==> config.mk <==
export PLATFORM = sky130hd
export DESIGN_NAME = shiftreg_serializer_ctrl_flat
export DESIGN_NICKNAME = d
export VERILOG_FILES = /design/src/rtl/shiftreg_serializer_ctrl_if.sv /design/src/rtl/shiftreg_serializer_ctrl.sv /design/src/flat_wrapper.sv
export SDC_FILE = /design/constraint.sdc
export NUM_CORES = 1
export LEC_CHECK = 0
export ABC_AREA = 1
export CAP_MARGIN = 20
export CORE_UTILIZATION = 39
export DETAILED_ROUTE_END_ITERATION = 6
export PLACE_DENSITY = 0.78
export SYNTH_ARGS = -nofsm -noshare
export SYNTH_HDL_FRONTEND = slang
export SYNTH_SLANG_ARGS = --single-unit
==> constraint.sdc <==
create_clock -name Clock -period 1.7 [get_ports Clock]
set_clock_uncertainty 0.05 [all_clocks]
set_input_delay 0.34 -clock Clock [delete_from_list [all_inputs] [get_ports Clock]]
set_output_delay 0.34 -clock Clock [all_outputs]
set_load 0.03 [all_outputs]
==> src/rtl/shiftreg_serializer_ctrl_if.sv <==
// ---------------------------------------------------------------------------
// shiftreg_serializer_ctrl_if
//
// Bundles every non-clock signal of the serializer controller.
//
// Handshake semantics (word input):
//   A word transfers on a rising Clock edge where InValid and InReady are both
//   high. Once InValid is raised, the producer holds it and InData stable until
//   that transfer. InReady depends only on controller state, never on InValid.
//   The serial side has no ready: SerStall=1 keeps the current bit on SerOut
//   with SerValid low. A bit is consumed on every cycle with SerValid=1.
//
// Modports:
//   slave  - the controller's view (consumes words, drives the shift register
//            pins and the serial output)
//   master - the environment's view (producer, shift register, consumer)
//
// Signals:
//   InData/InValid/InReady        parallel word handshake
//   SrData/SrLoad/SrEnable/
//   SrShiftIn/SrShiftOut          LPM right-shift register pins
//   SerOut/SerValid/SerLast/
//   SerStall                      serial bit stream and back-pressure
//   Busy                          a word is in flight
// ---------------------------------------------------------------------------
interface shiftreg_serializer_ctrl_if #(
  parameter int WIDTH = 16
);
  logic [WIDTH-1:0] InData;
  logic             InValid;
  logic             InReady;
  logic [WIDTH-1:0] SrData;
  logic             SrLoad;
  logic             SrEnable;
  logic             SrShiftIn;
  logic             SrShiftOut;
  logic             SerOut;
  logic             SerValid;
  logic             SerLast;
  logic             SerStall;
  logic             Busy;

  modport slave (
    input  InData, InValid, SrShiftOut, SerStall,
    output InReady, SrData, SrLoad, SrEnable, SrShiftIn,
           SerOut, SerValid, SerLast, Busy
  );

  modport master (
    output InData, InValid, SrShiftOut, SerStall,
    input  InReady, SrData, SrLoad, SrEnable, SrShiftIn,
           SerOut, SerValid, SerLast, Busy
  );
endinterface

==> src/rtl/shiftreg_serializer_ctrl.sv <==
// ---------------------------------------------------------------------------
// shiftreg_serializer_ctrl
//
// Drives an LPM right-shifting register as a word-to-bit serializer. A word
// accepted over the valid/ready handshake is captured into SrData, loaded into
// the register in a one-cycle LOAD state, then shifted out LSB-first: the
// register's LSB (SrShiftOut) is presented on SerOut, and each non-stalled
// cycle consumes one bit and pulses SrEnable to shift the next bit in place.
//
// Optional feature (macro SHIFTCTRL_PARITY_EN): after the last data bit one
// extra beat carries the even parity (XOR) of the word, and SerLast moves to
// that beat. Without the macro there is no PAR state and no accumulator.
//
// Ports:
//   Clock      rising-edge clock
//   Sclr       synchronous active-high reset
//   bus        shiftreg_serializer_ctrl_if.slave (handshake, register pins,
//              serial output, Busy)
//   dbg_state  current FSM state encoding (0 IDLE, 1 LOAD, 2 SHIFT, 3 PAR)
// ---------------------------------------------------------------------------
module shiftreg_serializer_ctrl #(
  parameter int   WIDTH = 16,
  parameter logic FILL  = 1'b0
) (
  input  logic                          Clock,
  input  logic                          Sclr,
  shiftreg_serializer_ctrl_if.slave     bus,
  output logic [1:0]                    dbg_state
);

  localparam int CW = $clog2(WIDTH);
  localparam logic [CW-1:0] LAST_IDX = CW'(WIDTH - 1);

  typedef enum logic [1:0] {
    ST_IDLE  = 2'd0,
    ST_LOAD  = 2'd1,
    ST_SHIFT = 2'd2
`ifdef SHIFTCTRL_PARITY_EN
    , ST_PAR = 2'd3
`endif
  } state_t;

  state_t           state_q, state_d;
  logic [WIDTH-1:0] sr_data_q, sr_data_d;
  logic [CW-1:0]    cnt_q, cnt_d;
`ifdef SHIFTCTRL_PARITY_EN
  logic             par_q, par_d;
`endif

  logic in_ready;
  logic sr_load;
  logic sr_enable;
  logic ser_out;
  logic ser_valid;
  logic ser_last;

  always_comb begin
    state_d   = state_q;
    sr_data_d = sr_data_q;
    cnt_d     = cnt_q;
`ifdef SHIFTCTRL_PARITY_EN
    par_d     = par_q;
`endif
    in_ready  = 1'b0;
    sr_load   = 1'b0;
    sr_enable = 1'b0;
    ser_out   = bus.SrShiftOut;
    ser_valid = 1'b0;
    ser_last  = 1'b0;

    case (state_q)
      ST_IDLE: begin
        in_ready = 1'b1;
        if (bus.InValid) begin
          sr_data_d = bus.InData;
          state_d   = ST_LOAD;
        end
      end

      ST_LOAD: begin
        // Load needs Enable as well on the LPM register.
        sr_load   = 1'b1;
        sr_enable = 1'b1;
        cnt_d     = '0;
`ifdef SHIFTCTRL_PARITY_EN
        par_d     = 1'b0;
`endif
        state_d   = ST_SHIFT;
      end

      ST_SHIFT: begin
`ifndef SHIFTCTRL_PARITY_EN
        // Not gated by the stall so SerLast stays up while the bit is held.
        ser_last = (cnt_q == LAST_IDX);
`endif
        if (!bus.SerStall) begin
          ser_valid = 1'b1;
          sr_enable = 1'b1;
          cnt_d     = cnt_q + CW'(1);
`ifdef SHIFTCTRL_PARITY_EN
          par_d     = par_q ^ bus.SrShiftOut;
`endif
          if (cnt_q == LAST_IDX) begin
`ifdef SHIFTCTRL_PARITY_EN
            state_d = ST_PAR;
`else
            state_d = ST_IDLE;
`endif
          end
        end
      end

`ifdef SHIFTCTRL_PARITY_EN
      ST_PAR: begin
        // Register is not shifted here; the beat comes from the accumulator.
        ser_out  = par_q;
        ser_last = 1'b1;
        if (!bus.SerStall) begin
          ser_valid = 1'b1;
          state_d   = ST_IDLE;
        end
      end
`endif

      default: state_d = ST_IDLE;
    endcase
  end

  always_ff @(posedge Clock) begin
    if (Sclr) begin
      state_q   <= ST_IDLE;
      sr_data_q <= '0;
      cnt_q     <= '0;
`ifdef SHIFTCTRL_PARITY_EN
      par_q     <= 1'b0;
`endif
    end else begin
      state_q   <= state_d;
      sr_data_q <= sr_data_d;
      cnt_q     <= cnt_d;
`ifdef SHIFTCTRL_PARITY_EN
      par_q     <= par_d;
`endif
    end
  end

  assign bus.InReady   = in_ready;
  assign bus.SrData    = sr_data_q;
  assign bus.SrLoad    = sr_load;
  assign bus.SrEnable  = sr_enable;
  assign bus.SrShiftIn = FILL;
  assign bus.SerOut    = ser_out;
  assign bus.SerValid  = ser_valid;
  assign bus.SerLast   = ser_last;
  assign bus.Busy      = (state_q != ST_IDLE);
  assign dbg_state     = state_q;

endmodule

==> src/flat_wrapper.sv <==
// flat-port wrapper written by rule: the top's interface ports become plain ports
module shiftreg_serializer_ctrl_flat 
#(
  parameter int   WIDTH = 16,
  parameter logic FILL  = 1'b0
)
  (Clock, Sclr, dbg_state, bus_InData, bus_InValid, bus_SrShiftOut, bus_SerStall, bus_InReady, bus_SrData, bus_SrLoad, bus_SrEnable, bus_SrShiftIn, bus_SerOut, bus_SerValid, bus_SerLast, bus_Busy);
  shiftreg_serializer_ctrl_if #(.WIDTH(WIDTH)) bus_i ();
  input  logic Clock;
  input  logic Sclr;
  output logic [1:0] dbg_state;
  input wire logic [$bits(bus_i.InData)-1:0] bus_InData;
  input wire logic [$bits(bus_i.InValid)-1:0] bus_InValid;
  input wire logic [$bits(bus_i.SrShiftOut)-1:0] bus_SrShiftOut;
  input wire logic [$bits(bus_i.SerStall)-1:0] bus_SerStall;
  output wire logic [$bits(bus_i.InReady)-1:0] bus_InReady;
  output wire logic [$bits(bus_i.SrData)-1:0] bus_SrData;
  output wire logic [$bits(bus_i.SrLoad)-1:0] bus_SrLoad;
  output wire logic [$bits(bus_i.SrEnable)-1:0] bus_SrEnable;
  output wire logic [$bits(bus_i.SrShiftIn)-1:0] bus_SrShiftIn;
  output wire logic [$bits(bus_i.SerOut)-1:0] bus_SerOut;
  output wire logic [$bits(bus_i.SerValid)-1:0] bus_SerValid;
  output wire logic [$bits(bus_i.SerLast)-1:0] bus_SerLast;
  output wire logic [$bits(bus_i.Busy)-1:0] bus_Busy;
  assign bus_i.InData = bus_InData;
  assign bus_i.InValid = bus_InValid;
  assign bus_i.SrShiftOut = bus_SrShiftOut;
  assign bus_i.SerStall = bus_SerStall;
  assign bus_InReady = bus_i.InReady;
  assign bus_SrData = bus_i.SrData;
  assign bus_SrLoad = bus_i.SrLoad;
  assign bus_SrEnable = bus_i.SrEnable;
  assign bus_SrShiftIn = bus_i.SrShiftIn;
  assign bus_SerOut = bus_i.SerOut;
  assign bus_SerValid = bus_i.SerValid;
  assign bus_SerLast = bus_i.SerLast;
  assign bus_Busy = bus_i.Busy;
  shiftreg_serializer_ctrl #(.WIDTH(WIDTH), .FILL(FILL)) u_core (.Clock(Clock), .Sclr(Sclr), .bus(bus_i), .dbg_state(dbg_state));
endmodule
# Word level (Yosys, flattened, before mapping)
# Cells that the tools add are included.
# totals
register_bits	22
latch_bits	0
ram_bits	0
romBits	0
in_bits	21
output_inout_bits	26
elab_cells	28
mem_count	0
# classes
n_addsub	1
n_mul	0
div	0
order_cmp	0
n_eq_ne	6
shift	0
muxes	12
bitwise_logic	0
n_reduce_logical	6
# ops
operator	n
case mux 4 bit (2 select lines)	1
2-to-1 mux 2 bit	3
case mux 2 bit (3 select lines)	1
2-to-1 mux 1 bit	5
adder 4 x 1 -> 4 bit (second input constant)	1
== test 4 bit (second input constant)	1
2-to-1 mux 4 bit	1
inequality test 2 bit (second input constant)	2
AND reduction 2 bit	2
nonzero test 2 bit	2
AND reduction 3 bit	1
== test 2 x 1 -> 1 bit (second input constant)	1
== test 2 bit (second input constant)	1
logical NOT 2 bit	1
inequality test 2 x 1 -> 1 bit (second input constant)	1
case mux 1 bit (2 select lines)	1

# Logic depth before layout (Yosys ltp)
# logic_depth
depth_word	4
ltp_mapped	7
ltp_nobuf	7

# Least setup slack after synthesis
# OpenSTA, ideal clock, no wires.
# synth_timing
path_type	register to output
start	register u_core.state_q[0], in the netlist u_core.dbg_state[0]
end	output bus_SrEnable
arrival_time_ns	1.810
required_time_ns	1.310
slack_ns	-0.500
stages_incl_launch_ff	4
path_buffers	0
path_cell_list	dfxtp_1 ha_1 inv_1 a21boi_0
# synth_between
elab_chain_cells	2
word_cells_on_any_way	3
classes_between	2 x eq/ne; 1 x mux
# synth_rtl
element	line	text
start: declaration	shiftreg_serializer_ctrl.sv:43	state_t state_q, state_d;
start signal: assignment	shiftreg_serializer_ctrl.sv:138	state_q <= state_d;
== test 2 bit or == test 2 x 1 -> 1 bit (tied branches)	shiftreg_serializer_ctrl.sv:71	case (state_q)
case mux 1 bit (2 select lines) *	shiftreg_serializer_ctrl.sv:71	
end: declaration	flat_wrapper.sv:19	output wire logic [$bits(bus_i.SrEnable)-1:0] bus_SrEnable;
# Mark *: on every way between the ends. The rest lies on a longest branch, timed or not.

# Worst setup path after layout
# Ends and elaborated chain as after synthesis.

==> impl_metrics.toml <==
[global_route]
grt_pass1_vias = 842
overflow = 0
met3_usage_pct = 3.869
top_usage_layer = "met2"
grt_use_met1_pct = 20.36
track_usage_pct = 18.56
grt_antenna_before_repair = 0
grt_max_degree = 20
grt_pass1_wl_mm = 3.525
grt_use_met2_pct = 32.24

[route]
num_vias = 1018
wl_mm = 2.515
wl_per_cell_um = 12.39
drc = 0
drtIter0Drc = 17
drt-vias-per-instance = 5.015
first_pass_iters = 5
ant_nets = 0

[worst_setup_path]
worstSetupPathType = "flop to primary output"
path_max_fanout = 4
reg2reg_depth = 8
crit_path_start_kind = "flop"
r2r_start = "u_core.dbg_state[1]"
path_cells = "inv_4 -> ha_4 -> a21boi_4 -> buf_6"
crit_start = "u_core.dbg_state[0]"
slowest_stage = "dfxtp_4"
cp.required_ns = 1.31
arrival_ns = 1.31
cp_slowest_stage_delay_ns = 0.40
cp-end-kind = "primary output"

[timing]
finalHoldViolations = 0
postLayoutSetupSlackWorst_ns = -0.0009823
max_freq_mhz = 587.9
setup_violations = 1
holdWs_ns = 0.4391
final.period_utilization_pct = 100.1
rsz0062_at_grt = "yes"
fin_crit_ns = 1.701
maxSlewViolCount = 0

[place]
gp_congestion = 0.7631
portBuffers = 43
place_inst = 196
dp_hpwl_mm = 1.656

[clock_tree]
clock_latency_ns = 0.31
htree_levels = 1
cts-root-buf = "clkbuf_4"
cts_buffer_depth = 2
cts_made_buffers = 3
clk_pin_slew_ns = 0.13
cts_tree = "done"
ctsHoldBuffers = 0
cts_num_sinks = 22

[yosys]
synth_area_leaders = "dfxtp_1, nor2_1, o21ai_0, ha_1, inv_1"
ys_ff_latch = 22
yosysWarnings = 0
syn_inst = 125
syn_avg_cell_area_sq_um = 7.507
synthArstFlopShare_pct = 0
yosysUniqueCellTypes = 21
synth_top_cell_area_share_pct = 46.93
synth-main-ff-cell = "dfxtp_1"
synth.most_common_cell = "nor2_1"
synth_fp_nets = 150
synth_common_cells = "nor2_1, dfxtp_1, o21ai_0"
syn_area_sq_um = 938.4
ys_seq_area_share_pct = 46.93
yosysTopAreaCell = "dfxtp_1"
synth_edf_count = 0

[floorplan]
start_util_pct = 42.02
die_h_um = 51.05
pin_count = 47
core-area_sq_um = 2233
dieWidth_um = 51.05
rows = 17
dieArea_sq_um = 2606

[pwr]
vdd.ir_drop.worst_v = 0.001187
design_power_total_mw = 2.266
power_density_nw_per_um2 = 1488
p_leak_nw = 0.6986

[finish]
regArea_sq_um = 450.4
multi_input_area_sq_um = 491.7
final_layout_size_suffix_gt1_share_pct = 22.29
fillers = 203
final_util_pct = 68.18
num-nets-final = 201
fin_cells = 203
antenna_cells = 0
area_growth_pct = 62.27

[run]
maxCapViolCount = 0

[status]
violations = "setup timing"
status = "finished, violations left"

[min_path]
whs_path_depth = 2
worstHoldStart = "u_core.bus.SrData[0]"
hold_class = "flop to flop"
==> report_power, final <==
part	switching (mW)	internal, mW
Combinational	0.773	0.490
Sequential	0.0712	0.644
Clock	0.158	0.131
==> repair_timing <==
| item | in CTS | in global routing |
|---|---|---|
| pin swaps | 0 | 4 |
| hold endpoints to repair | 0 | 0 |
| buffers inserted | 0 | 3 |
| endpoints found under the setup margin | 22 | 4 |
| gates resized for setup | 27 | 17 |
==> critical path, delay by kind of cell, from the launching register on <==
kind	cells	cell delay [ns]
AO/OA/AOI/OAI	1	0.16
adder cells (fa/ha/maj)	1	0.25
buffers and inverters	2	0.19
flip-flops	1	0.40
==> logic make-up after synthesis <==
logic type               count (synthesis)  synth area share, %
flip-flops                              22                46.93
adder cells (fa/ha/maj)                  4                5.334
AND/OR/NAND/NOR                         52                22.00
buffers and inverters                   17                8.532
other                                    1               0.3996
AO/OA/AOI/OAI                           29                16.80
==> metrics by stage <==
step	setup TNS, ns	instance area [sq um]	setup slack [ns]
after floorplan	0	954.7	0.03077
after global placement	0	1410	0.07654
after detailed placement	0	1410	0.05497
after CTS	-0.07885	1448	-0.04243
after global routing	-0.05497	1523	-0.05497
final	-0.0009823	1523	-0.0009823
==> worst paths after layout <==
check | end | slack (ns)
min | u_core.bus.SrData[0] | 0.44
min reg2reg | u_core.bus.SrData[0] | 0.44
max | bus_SrEnable | -0.001
max reg2reg | u_core.cnt_q[3] | 0.22
==> sequential cells by signal, indices dropped and copies added, names as in the netlist <==
| signal | flops |
|---|---|
| u_core.bus.SrData | 16 |
| u_core.cnt_q | 4 |
| u_core.dbg_state | 2 |
==> layer usage <==
metal  share of wire [%]  vias up
li1                    -      492
met5                   0        -
met4                 2.9        0
met3                 6.6       12
met1                  41      466
met2                  49       48
==> layout make-up <==
class,instances,share of cell area [%]
Sequential cell,22,29.58
Timing Repair Buffer,51,30.32
Inverter,12,3.122
Clock buffer,4,2.383
Multi-Input combinational cell,86,32.29
Tap cell,28,2.301
==> cell usage in the layout, fill, tap and decap left out, drive strengths merged <==
cell           count
nand3              3
conb               1
or2                1
a21oi              6
dlygate4sd2       18
o21bai             1
inv               12
dfxtp             22
o21ai             21
nand2             12
nor2              36
ha                 4
buf               13
a21boi             1
clkbuf             5
clkdlybuf4s50     19
Note: power is estimated with default switching activity, not from simulation.
==> edit 1 (config.mk and constraints unchanged) <==
`WIDTH` is set to 16 in 3 places; all go to 32.
--- a/src/rtl/shiftreg_serializer_ctrl_if.sv
+++ b/src/rtl/shiftreg_serializer_ctrl_if.sv
@@ -25,5 +25,5 @@
 // ---------------------------------------------------------------------------
 interface shiftreg_serializer_ctrl_if #(
-  parameter int WIDTH = 16
+  parameter int WIDTH = 32
 );
   logic [WIDTH-1:0] InData;
--- a/src/rtl/shiftreg_serializer_ctrl.sv
+++ b/src/rtl/shiftreg_serializer_ctrl.sv
@@ -20,5 +20,5 @@
 // ---------------------------------------------------------------------------
 module shiftreg_serializer_ctrl #(
-  parameter int   WIDTH = 16,
+  parameter int   WIDTH = 32,
   parameter logic FILL  = 1'b0
 ) (
--- a/src/flat_wrapper.sv
+++ b/src/flat_wrapper.sv
@@ -2,5 +2,5 @@
 module shiftreg_serializer_ctrl_flat 
 #(
-  parameter int   WIDTH = 16,
+  parameter int   WIDTH = 32,
   parameter logic FILL  = 1'b0
 )
Interface: changed (resized bus_InData and bus_SrData); port bits go from 47 to 79. No check against the original RTL was run, so the function may have changed too.
==> edit 1 against the original RTL <==
The flow still finishes with violations (setup timing). Synthesized area rose by 71%. Setup slack lost 4.1 ps. Final cell count grew 67%. Sequential cell count grew 17. Design area grew 70%. Wire length is 53% higher. Utilization barely moved. Power grew 70%. Maximum frequency fell by 0.24%. Critical endpoint is now bus_SerLast.
==> edit 1: results <==
routing:
  wire_per_inst_um: 11.3
  drtIter0Drc: 90
  dr.pass1.iters: 4
  post_drt_via_cell_ratio: 4.55
timing:
  final-setup-viol-count: 1
  final.setup.worst_slack_ps: -5.09
  final_setup_tns_ps: -5.09
cts:
  ctsRootBufferMaster: "sky130_fd_sc_hd__clkbuf_8"
  clock_latency_ps: 290
  htree_levels: 2
  clock_pin_slew_on_the_worst_setup_and_hold_paths_ps: 80
  cts_buffers: 5
pwr:
  power.leakage_uw: 0.00136
  cellInternalPower_uw: 2180
  peakVddDrop_v: 0.000926
  sequentialPower_uw: 1280
  power.clock.fraction_pct: 15.8
  power_uw: 3850
synth:
  synth.lib_cells_used.distinct: 19
  post_synthesis_area_per_instance_um2: 7.57
  synth_common_cells: "sky130_fd_sc_hd__nor2_1 (69), sky130_fd_sc_hd__dfxtp_1 (39), sky130_fd_sc_hd__o21ai_0 (31)"
  synth-compound-area-share_pct: 12.0
  mappedNetlistNets: 255
  synth.yosys.seq_area_share_pct: 48.6
  synth_flop_cell: "sky130_fd_sc_hd__dfxtp_1"
  synth.top_cells.by_area: "sky130_fd_sc_hd__dfxtp_1 (49%), sky130_fd_sc_hd__nor2_1 (16%), sky130_fd_sc_hd__o21ai_0 (9.7%)"
  synth_adder_area_share_pct: 4.68
  yosys_warnings: 0
run_status:
  result_of_the_run: "complete, but fails checks"
  failed_checks: "setup timing"
global_routing:
  maximum_number_of_pins_on_one_net_before_global_route_repair: 36
  number_of_global_route_vias_before_repair: 1445
  total_global_route_track_usage_pct: 19.3
  antenna_found_initial: 0
  grt_pass1_wl_um: 6290
place:
  routabilityCongestion: 0.718
  placed_area_um2: 2380
  portBuffers: 75
  dpl.cell_count: 328
  detailed_place_hpwl_um: 2540
  dp_worst_setup_slack_ps: 27.2
layout:
  final_layout_fill_cell_count: 330
  drive_gt1_share_pct: 16.8
  instances_no_fill: 339
  flip_flop_count_of_the_largest_register_all_copies_and_words_added: 32
worst_setup_path:
  path_max_fanout: 2
  critical_path_arrival_ps: 1320
## edit 1: final cells by class
type                       count  area [um^2]  share of cell area, %
clock buffer                   6         72.6                   2.80
multi-input combinational    143          756                   29.2
sequential                    39          788                   30.4
timing repair buffer          82          820                   31.6
clock inverter                 2         12.5                  0.483
inverter                      19         81.3                   3.14
tap                           48         60.1                   2.32
## edit 1: cell families (layout without fill, tap and decap cells)
family / count (synthesis) / in the layout
AND/OR/NAND/NOR: 98 / 98
flip-flops: 39 / 39
AO/OA/AOI/OAI: 38 / 38
buffers and inverters: 30 / 109
adder cells (fa/ha/maj): 6 / 6
other: 1 / 1
## edit 1: timing repair
action / CTS / global route
pin swaps: 5 / 3
setup buffers: 3 / 1
setup endpoints to repair: 24 / 19
resized for setup: 40 / 24
## edit 1: worst max-delay path: stages, from the launching register on
cell and delay [ps]:
sky130_fd_sc_hd__dfxtp_2 370, sky130_fd_sc_hd__ha_4 160, sky130_fd_sc_hd__nand2_4 60, sky130_fd_sc_hd__nor2_4 100, sky130_fd_sc_hd__ha_4 140, sky130_fd_sc_hd__nand2_2 40
sky130_fd_sc_hd__inv_2 50, sky130_fd_sc_hd__buf_6 120
## edit 1: metal layers
metal,up-vias,global-route usage [%],share of wire (%)
met5,-,0,0
met4,0,7.18,1.4
met1,678,22.0,43
met2,49,31.1,46
li1,813,-,-
met3,4,9.14,8.9
## edit 1: worst paths after layout
| kind | start | endpoint | slack [ps] | cells after the start |
|---|---|---|---|---|
| min reg2reg | u_core.bus.SrData[22] | u_core.bus.SrData[22] | 430 | 2 |
| max | u_core.cnt_q[0] | bus_SerLast | -5 | 7 |
| min | u_core.bus.SrData[22] | u_core.bus.SrData[22] | 430 | 2 |
| max reg2reg | u_core.cnt_q[0] | u_core.dbg_state[0] | 310 | 10 |
==> edit 2 (same settings) <==
Made on the original files. Register the output `dbg_state` once more, without a reset; this adds one clock of latency there. The other outputs are not delayed to match.
--- a/src/rtl/shiftreg_serializer_ctrl.sv
+++ b/src/rtl/shiftreg_serializer_ctrl.sv
@@ -154,5 +154,7 @@
   assign bus.SerLast   = ser_last;
   assign bus.Busy      = (state_q != ST_IDLE);
-  assign dbg_state     = state_q;
+  always_ff @(posedge Clock) begin
+    dbg_state <= state_q;
+  end
 
 endmodule
Function: changed (Yosys sat finds a counterexample within 4 cycles, from zero or initial values).
==> edit 2 against the original RTL <==
Via count fell by 3.4%. Combinational power fell by 4%. Sequential power rose by 9.5%. Synthesized area is 8.1% higher. Power increased by 0.91%. Worst hold slack lost 70 ps. Wire length increased by 0.80%. Design area grew 0.74%. Sequential cell count increased by 2. Critical path depth grew 2. Setup slack improved by 15 ps.
==> edit 2: results <==
worst_setup_path:
  critical_path.max_stage_delay_ps: 480
  ff2ff_path_depth: 6
  path_max_fanout: 2
  ff2ff_setup_slack_ps: 300
  path_delay_family: "buffers and inverters"
  worstSetupStartpoint: "bus_SerStall"
  worstReg2RegEnd: "u_core.state_q[0]"
  critical_path.reg2reg.startpoint: "u_core.state_q[1]"
  critical-path-slowest-cell: "sky130_fd_sc_hd__clkdlybuf4s50_1"
layout:
  drive_gt1_share_pct: 22.0
  final_layout_fill_cell_count: 225
synth:
  synth.yosys.seq_area_share_pct: 47.3
  mappedNetlistNets: 151
  synth.lib_cells_used.distinct: 25
  synth_common_cells: "sky130_fd_sc_hd__nor2_1 (36), sky130_fd_sc_hd__dfxtp_1 (24), sky130_fd_sc_hd__o21ai_0 (12)"
  synth.top_cells.by_area: "sky130_fd_sc_hd__dfxtp_1 (47%), sky130_fd_sc_hd__nor2_1 (13%), sky130_fd_sc_hd__o21ai_0 (5.9%)"
  synth-compound-area-share_pct: 13.6
  syn-instance-count: 126
  synth_adder_area_share_pct: 4.93
global_routing:
  total_global_route_track_usage_pct: 19.5
  met3_layer_usage_reported_by_global_route_pct: 3.16
  grt_pass1_wl_um: 3920
  grt_util_met2_pct: 35.4
  maximum_number_of_pins_on_one_net_before_global_route_repair: 21
  grt_use_met1_pct: 21.9
  number_of_global_route_vias_before_repair: 934
place:
  dp_worst_setup_slack_ps: -398
  routabilityCongestion: 0.811
  dpl.cell_count: 199
  detailed_place_hpwl_um: 1830
  placed_area_um2: 1460
cts:
  htree_levels: 1
  postCtsSetupBuffers: 0
  cts-resized-gates: 31
routing:
  met1Wirelength_um: 1080
  met2_wire_len_um: 1270
  routed-wl-met3_um: 149
  wire_per_inst_um: 12.5
  vias: 983
  drtIter0Drc: 11
  post_drt_via_cell_ratio: 4.84
  dr.pass1.iters: 6
pwr:
  peakVddDrop_v: 0.00110
  switching_share_pct: 43.8
  power.leakage_uw: 0.000727
timing:
  max_transition_margin_pct: 63.5
  final.period_utilization_pct: 99.1
  finalHoldWorstSlack_ps: 369
run_status:
  result_of_the_run: "complete, no violations"
min_path:
  worstHoldStart: "u_core.state_q[1]"
  hold_depth: 0
  hold-path-endpoint: "u_core.dbg_state[1]"
  timing.hold.worst.class: "reg2reg"
[edit 2: power groups by stage]
stage / logic [uW] / registers [uW] / clock network, uW
global route: 1320 / 796 / 327
CTS: 1190 / 770 / 302
finish: 1210 / 783 / 298
floorplan: 587 / 1000 / 0
global placement: 1210 / 776 / 0
detailed placement: 1240 / 783 / 0
[edit 2: logic make-up (layout without fill, tap and decap cells)]
logic type | count (synthesis) | after routing
AO/OA/AOI/OAI | 25 | 25
flip-flops | 24 | 24
AND/OR/NAND/NOR | 57 | 57
adder cells (fa/ha/maj) | 4 | 4
buffers and inverters | 15 | 62
other | 1 | 1
[edit 2: final cells by class]
cell class / count / area (um^2) / area share [%]
Clock buffer: 4 / 36.3 / 2.37
Inverter: 9 / 38.8 / 2.53
Multi-Input combinational cell: 87 / 473 / 30.8
Sequential cell: 24 / 488 / 31.8
Tap cell: 30 / 37.5 / 2.45
Timing Repair Buffer: 49 / 460 / 30.0
